## config.mk

```make
export PLATFORM = sky130hd
export DESIGN_NAME = instr_word_encoder
export DESIGN_NICKNAME = d
export VERILOG_FILES = /design/src/rtl/encoder_pkg.sv /design/src/rtl/instr_word_format.sv /design/src/rtl/instr_word_encoder.sv
export SDC_FILE = /design/constraint.sdc
export NUM_CORES = 1
export LEC_CHECK = 0
export CAP_MARGIN = 30
export CORE_ASPECT_RATIO = 0.8
export CORE_MARGIN = 5
export CORE_UTILIZATION = 57
export CTS_CLUSTER_SIZE = 24
export DETAILED_ROUTE_END_ITERATION = 16
export PLACE_DENSITY_LB_ADDON = 0.12
export SETUP_SLACK_MARGIN = 0.5
export SYNTH_ARGS = -nofsm -noshare
export SYNTH_HDL_FRONTEND = slang
export SYNTH_HIERARCHICAL = 1
export SYNTH_SLANG_ARGS = --single-unit
```

## constraint.sdc

```tcl
create_clock -name clk -period 6.4 [get_ports clk]
set_input_delay 0.64 -clock clk [delete_from_list [all_inputs] [get_ports clk]]
set_output_delay 0.64 -clock clk [all_outputs]
set_load 0.1 [all_outputs]
```

## src/rtl/encoder_pkg.sv

```systemverilog
// Shared op kinds, condition nibbles and opcode prefixes for the ARM-subset encoder.
// The control-unit bench imports the same constants so both sides agree on encodings.
package encoder_pkg;

  typedef enum logic [4:0] {
    OpMovR, OpLslI, OpLslR, OpMovI, OpAddR, OpAddI, OpSubR, OpSubI, OpMul,
    OpAndI, OpCmpR, OpCmpI, OpLdrI, OpLdrR, OpStrI, OpPush, OpPop, OpBx,
    OpB, OpBeq, OpBne, OpBgt, OpBlt, OpBge, OpBle, OpBl
  } op_e;

  typedef enum logic [1:0] {ErrNone, ErrIllegal, ErrImm, ErrBranch} err_e;

  localparam logic [3:0] COND_EQ = 4'h0;
  localparam logic [3:0] COND_NE = 4'h1;
  localparam logic [3:0] COND_GE = 4'hA;
  localparam logic [3:0] COND_LT = 4'hB;
  localparam logic [3:0] COND_GT = 4'hC;
  localparam logic [3:0] COND_LE = 4'hD;
  localparam logic [3:0] COND_AL = 4'hE;

  localparam logic [3:0] REG_SP = 4'hD;

  localparam logic [11:0] OPC_MOV_R = 12'hE1A;
  localparam logic [11:0] OPC_MOV_I = 12'hE3A;
  localparam logic [11:0] OPC_ADD_R = 12'hE08;
  localparam logic [11:0] OPC_ADD_I = 12'hE28;
  localparam logic [11:0] OPC_SUB_R = 12'hE04;
  localparam logic [11:0] OPC_SUB_I = 12'hE24;
  localparam logic [11:0] OPC_MUL   = 12'hE00;
  localparam logic [11:0] OPC_AND_I = 12'hE20;
  localparam logic [11:0] OPC_CMP_R = 12'hE15;
  localparam logic [11:0] OPC_CMP_I = 12'hE35;
  localparam logic [11:0] OPC_LDR_I = 12'hE59;
  localparam logic [11:0] OPC_LDR_R = 12'hE79;
  localparam logic [11:0] OPC_STR_I = 12'hE58;
  localparam logic [11:0] OPC_PUSH  = 12'hE52;
  localparam logic [11:0] OPC_POP   = 12'hE49;
  localparam logic [31:0] INSN_BX   = 32'hE12FFF1E;

  function automatic logic [3:0] branch_cond(op_e op);
    case (op)
      OpBeq:   return COND_EQ;
      OpBne:   return COND_NE;
      OpBgt:   return COND_GT;
      OpBlt:   return COND_LT;
      OpBge:   return COND_GE;
      OpBle:   return COND_LE;
      default: return COND_AL;
    endcase
  endfunction

endpackage

```

## src/rtl/instr_word_format.sv

```systemverilog
// Combinational field packer: op + fields + word-address pc -> 32-bit machine word,
// plus immediate and branch-range checks.
module instr_word_format
  import encoder_pkg::*;
#(
  parameter int unsigned ADDR_W = 10
) (
  input  logic [4:0]        op,
  input  logic [3:0]        rd,
  input  logic [3:0]        rn,
  input  logic [3:0]        rm,
  input  logic [3:0]        rs,
  input  logic [11:0]       imm,
  input  logic [ADDR_W+1:0] target,
  input  logic [ADDR_W-1:0] pc,
  output logic [31:0]       word,
  output err_e              err_code
);

  op_e                opd;
  logic signed [33:0] diff;
  logic signed [33:0] off;
  logic               branch_ok;

  assign opd = op_e'(op);

  // Branch offset is relative to pc+8, in words, and must fit signed 24 bits.
  always_comb begin
    diff      = $signed(34'(target)) - $signed(34'({pc, 2'b00})) - 34'sd8;
    off       = diff >>> 2;
    branch_ok = (target[1:0] == 2'b00) && (off[33:23] == {11{off[23]}});
  end

  always_comb begin
    word     = 32'h0;
    err_code = ErrNone;
    case (opd)
      OpMovR: word = {OPC_MOV_R, 4'h0, rd, 8'h00, rm};
      OpLslI: begin
        word = {OPC_MOV_R, 4'h0, rd, imm[4:0], 3'b000, rm};
        if (imm[11:5] != 7'd0 || imm[4:0] == 5'd0) err_code = ErrImm;
      end
      OpLslR: word = {OPC_MOV_R, 4'h0, rd, rs, 4'h1, rm};
      OpMovI: word = {OPC_MOV_I, 4'h0, rd, imm};
      OpAddR: word = {OPC_ADD_R, rn, rd, 8'h00, rm};
      OpAddI: word = {OPC_ADD_I, rn, rd, imm};
      OpSubR: word = {OPC_SUB_R, rn, rd, 8'h00, rm};
      OpSubI: word = {OPC_SUB_I, rn, rd, imm};
      OpMul:  word = {OPC_MUL, rd, 4'h0, rs, 4'h9, rm};
      OpAndI: word = {OPC_AND_I, rn, rd, imm};
      OpCmpR: word = {OPC_CMP_R, rn, 4'h0, 8'h00, rm};
      OpCmpI: word = {OPC_CMP_I, rn, 4'h0, imm};
      OpLdrI: word = {OPC_LDR_I, rn, rd, imm};
      OpLdrR: word = {OPC_LDR_R, rn, rd, 8'h00, rm};
      OpStrI: word = {OPC_STR_I, rn, rd, imm};
      OpPush: word = {OPC_PUSH, REG_SP, rd, 12'h004};
      OpPop:  word = {OPC_POP, REG_SP, rd, 12'h004};
      OpBx:   word = INSN_BX;
      OpB, OpBeq, OpBne, OpBgt, OpBlt, OpBge, OpBle, OpBl: begin
        word = {branch_cond(opd), (opd == OpBl) ? 4'hB : 4'hA, off[23:0]};
        if (!branch_ok) err_code = ErrBranch;
      end
      default: err_code = ErrIllegal;
    endcase
  end

endmodule

```

## src/rtl/instr_word_encoder.sv

```systemverilog
// Accepts decoded instruction requests, encodes them and writes the words sequentially
// into instruction memory through a we/ack handshake.
module instr_word_encoder
  import encoder_pkg::*;
#(
  parameter int unsigned ADDR_W    = 10,
  parameter int unsigned BASE_ADDR = 0
) (
  input  logic              clk,
  input  logic              rst,
  input  logic              start,
  input  logic              in_valid,
  output logic              in_ready,
  input  logic [4:0]        in_op,
  input  logic [3:0]        in_rd,
  input  logic [3:0]        in_rn,
  input  logic [3:0]        in_rm,
  input  logic [3:0]        in_rs,
  input  logic [11:0]       in_imm,
  input  logic [ADDR_W+1:0] in_target,
  output logic              mem_we,
  output logic [ADDR_W-1:0] mem_addr,
  output logic [31:0]       mem_wdata,
  input  logic              mem_ack,
  output logic [ADDR_W:0]   count,
  output logic              full,
  output logic              err,
  output logic [1:0]        err_code
);

  localparam logic [ADDR_W:0] PtrBase = (ADDR_W + 1)'(BASE_ADDR);
  localparam logic [ADDR_W:0] PtrEnd  = (ADDR_W + 1)'(BASE_ADDR + 2 ** ADDR_W);

  typedef enum logic [1:0] {StIdle, StEnc, StWrite} state_e;

  state_e            state_q;
  logic              ready_q;
  logic [ADDR_W:0]   ptr_q;
  logic [ADDR_W:0]   ptr_inc;
  logic [4:0]        op_q;
  logic [3:0]        rd_q, rn_q, rm_q, rs_q;
  logic [11:0]       imm_q;
  logic [ADDR_W+1:0] target_q;
  logic [31:0]       fmt_word;
  err_e              fmt_err;

  // start wins over a simultaneous request, so it must also mask the handshake.
  assign in_ready = ready_q & ~start;
  assign mem_addr = ptr_q[ADDR_W-1:0];
  assign ptr_inc  = ptr_q + 1'b1;

  instr_word_format #(
    .ADDR_W(ADDR_W)
  ) u_format (
    .op       (op_q),
    .rd       (rd_q),
    .rn       (rn_q),
    .rm       (rm_q),
    .rs       (rs_q),
    .imm      (imm_q),
    .target   (target_q),
    .pc       (ptr_q[ADDR_W-1:0]),
    .word     (fmt_word),
    .err_code (fmt_err)
  );

  always_ff @(posedge clk or posedge rst) begin
    if (rst) begin
      state_q   <= StIdle;
      ready_q   <= 1'b0;
      ptr_q     <= PtrBase;
      mem_we    <= 1'b0;
      mem_wdata <= 32'h0;
      count     <= '0;
      full      <= 1'b0;
      err       <= 1'b0;
      err_code  <= 2'd0;
      op_q      <= 5'd0;
      rd_q      <= 4'd0;
      rn_q      <= 4'd0;
      rm_q      <= 4'd0;
      rs_q      <= 4'd0;
      imm_q     <= 12'd0;
      target_q  <= '0;
    end else begin
      unique case (state_q)
        StIdle: begin
          if (start) begin
            ptr_q    <= PtrBase;
            count    <= '0;
            full     <= 1'b0;
            err      <= 1'b0;
            err_code <= 2'd0;
            ready_q  <= 1'b1;
          end else if (in_valid && ready_q) begin
            op_q     <= in_op;
            rd_q     <= in_rd;
            rn_q     <= in_rn;
            rm_q     <= in_rm;
            rs_q     <= in_rs;
            imm_q    <= in_imm;
            target_q <= in_target;
            ready_q  <= 1'b0;
            state_q  <= StEnc;
          end else begin
            ready_q <= ~full;
          end
        end
        StEnc: begin
          mem_wdata <= fmt_word;
          if (fmt_err != ErrNone) begin
            if (!err) begin
              err      <= 1'b1;
              err_code <= fmt_err;
            end
            ready_q <= 1'b1;
            state_q <= StIdle;
          end else begin
            mem_we  <= 1'b1;
            state_q <= StWrite;
          end
        end
        StWrite: begin
          if (mem_ack) begin
            mem_we  <= 1'b0;
            ptr_q   <= ptr_inc;
            count   <= count + 1'b1;
            full    <= (ptr_inc == PtrEnd);
            ready_q <= (ptr_inc != PtrEnd);
            state_q <= StIdle;
          end
        end
        default: state_q <= StIdle;
      endcase
    end
  end

endmodule

```

==> qor.yml <==
cts-root-buf: "clkbuf_16"
drt_iter0_drc: 305
worst_pin_slew_ns: 0.995
grt_first_pass_wirelength_um: 23700
cp_common_cell: "a22o_1"
cts_buffers: 9
fin_cells: 804
die_area_um2: 12700
dieHeight_um: 102
vias: 4725
fillers: 745
cts.sinks: 107
port_buffers: 108
path_max_fanout: 18
gp_congestion: 0.870
hold_viol: 0
combPwrFrac_pct: 58.8
synth-seq-cells: 107
antenna_found_initial: 0
ys_seq_area_share_pct: 44.6
irDropWorstVdd_mv: 0.270
critPathTopFamily: "compound AO/OA/AOI/OAI gates"
syn_inst: 576
crit_slowest_cell: "o211ai_1"
yosysTopAreaCellShare_pct: 44.6
cts_resized: 0
cpPeakStageDelay_ns: 0.71
drc: 0
cts_tree: "built"
synth_area_leaders: "dfrtp_1, mux2_2, ha_1"
cp-end-kind: "register"
nNetsFinal: 728
fin_crit_sh_pct: 52.3
p_per_area_nw_per_um2: 559
grt_pass1_vias: 4771
synth_enable_flop_cells: 0
status: "completed"
start_util_pct: 58.4
cts_setup_buffers: 0
synth_top_flop_cell: "dfrtp_1"
rsz0062_at_grt: "false"
dpl.hpwl_um: 10300
hp-class: "register to register"
switchingPower_mw: 2.02
drive_gt1_share_pct: 16.6
synth_area_um2: 6000
min_period_ns: 3.35
antenna_cells: 0
setup_violations: 0
synth_area_leader_cell: "dfrtp_1"
syn2layout_area_growth_pct: 22.3
drv_slew: 0
multiInputGateArea_um2: 3020
clk_latency_ns: 0.35
h-tree-depth: 3
async_flop_share_pct: 100
die_w_um: 125
grt_usage_pct: 23.1
totalWireLength_um: 14300
cts_hold_buf: 0
drv_cap: 0
crit_arrival_ns: 3.58
synth_area_per_cell_um2: 10.4
total_power_mw: 4.10
switching_share_pct: 49.3
finalSetupTns_ns: 0
timing_worst_setup_path_type: "register to register"
synth.most_common_cell: "dfrtp_1"
clockBufferDepth: 2
clk_pin_slew_worst_paths_ns: 0.07
netlist_top_cells_count: "dfrtp_1, mux2_2, nand2_1, o21ai_0, nor2_1"
clockPowerShare_pct: 12.4
grt_max_degree: 57
start_kind: "register"
relSlewSlack_pct: 33.5
worstPathCellList: "inv_1, nand2_1, o211ai_1, o21ai_0, nor3b_1, a21o_1, nor2_1, a22o_1, a22o_1"
ys.warnings.count: 6
clock.fmax_ghz: 0.299
overflow: 0
path_buf_inv: 1
dr.pass1.iters: 6
syn-num-nets: 644
p_seq_share_pct: 28.8
leakagePower_nw: 3.10
worstPathRequired_ns: 6.63
dp.cells: 789
core_um2: 10300
vias_per_cell: 5.88
num_rows: 33
seqCellArea_um2: 2680
final_antenna_net_count: 0
wl_per_cell_um: 17.8
num_io_pins: 109
p_int_mw: 2.08
synth_cell_types: 64
fin_skew_ns: 0.00857
## power groups by stage
stage                     Clock, mW  Combinational [mW]  Sequential (mW)
after floorplan                   0                1.28             1.75
after global placement            0                2.34             1.18
after detailed placement          0                2.39             1.18
after CTS                     0.516                2.41             1.18
after global routing          0.542                2.58             1.22
final                         0.507                2.41             1.18
## state kept, by name, indices dropped and copies added, names as in the netlist, 5 cells and up
register / count
op_q: 5
imm_q: 12
target_q: 12
count: 11
mem_wdata: 32
ptr_q: 11
## path summary, 6_finish.rpt
check / slack, ns / start / depth (start not counted) / end
worst max-delay path: 3.05 / op_q[2] / 9 / err_code[0]
worst min register to register: 0.51 / mem_wdata[29] / 1 / mem_wdata[29]
min in group asynchronous: 0.74 / rst / 2 / mem_wdata[29]
max in group asynchronous: 4.51 / rst / 3 / rs_q[3]
worst max register to register: 3.05 / op_q[2] / 9 / err_code[0]
worst min-delay path: 0.51 / mem_wdata[29] / 1 / mem_wdata[29]
## cell usage in the layout, fill, tap and decap left out, drive strengths merged, types with 3 or more instances in the layout
cell type	n
o31ai	4
ha	17
a21o	10
o21ai	42
nor4	5
nand3	13
xor2	12
clkdlybuf4s50	108
inv	21
or2	3
a22o	8
and2	3
nand2b	5
o22ai	5
mux2	83
nand3b	4
xnor2	10
nand4	7
a221o	5
a22oi	3
or3	6
nor2b	3
nand2	46
a221oi	4
nor3	13
dfrtp	107
buf	5
clkbuf	13
a21oi	27
nor2	29
o21a	6
o211ai	6
## per-stage QoR
stage               cell area (um^2)  hold slack (ns)  worst slack (ns)  utilization [%]
finish                          7330            0.508              3.05             71.3
global route                    7330            0.524              2.73             71.3
CTS                             7330            0.510              3.07             71.3
detailed placement              7070            0.494              3.13             68.8
global placement                7070            0.488              3.26             68.7
floorplan                       6000            0.477              2.94                -
## area by class of cell
class	instances	area share, %
clock inverters	2	0.171
clock buffers	13	3.41
multi-input cells	408	41.2
well taps	140	2.39
flip-flops and latches	107	36.5
inverters	21	1.11
repair buffers	113	15.2
## cell families after synthesis
group	synth area share (%)
xor gates and xnor gates	3.21
muxes	15.9
and+or+nand+nor	12.6
AOI/OAI and AO/OA	14.8
buffers and inverters	5.05
adders and majority gates	3.88
DFF	44.6
## layer usage
layer  routed length, um  GRT usage [%]  share of wire, %
met5                   0              0                 0
met4                 288           8.59               2.0
met3                 854           6.11               6.0
met2                6660           36.4                46
met1                6540           31.1                46
(Power assumes the default switching activity.)
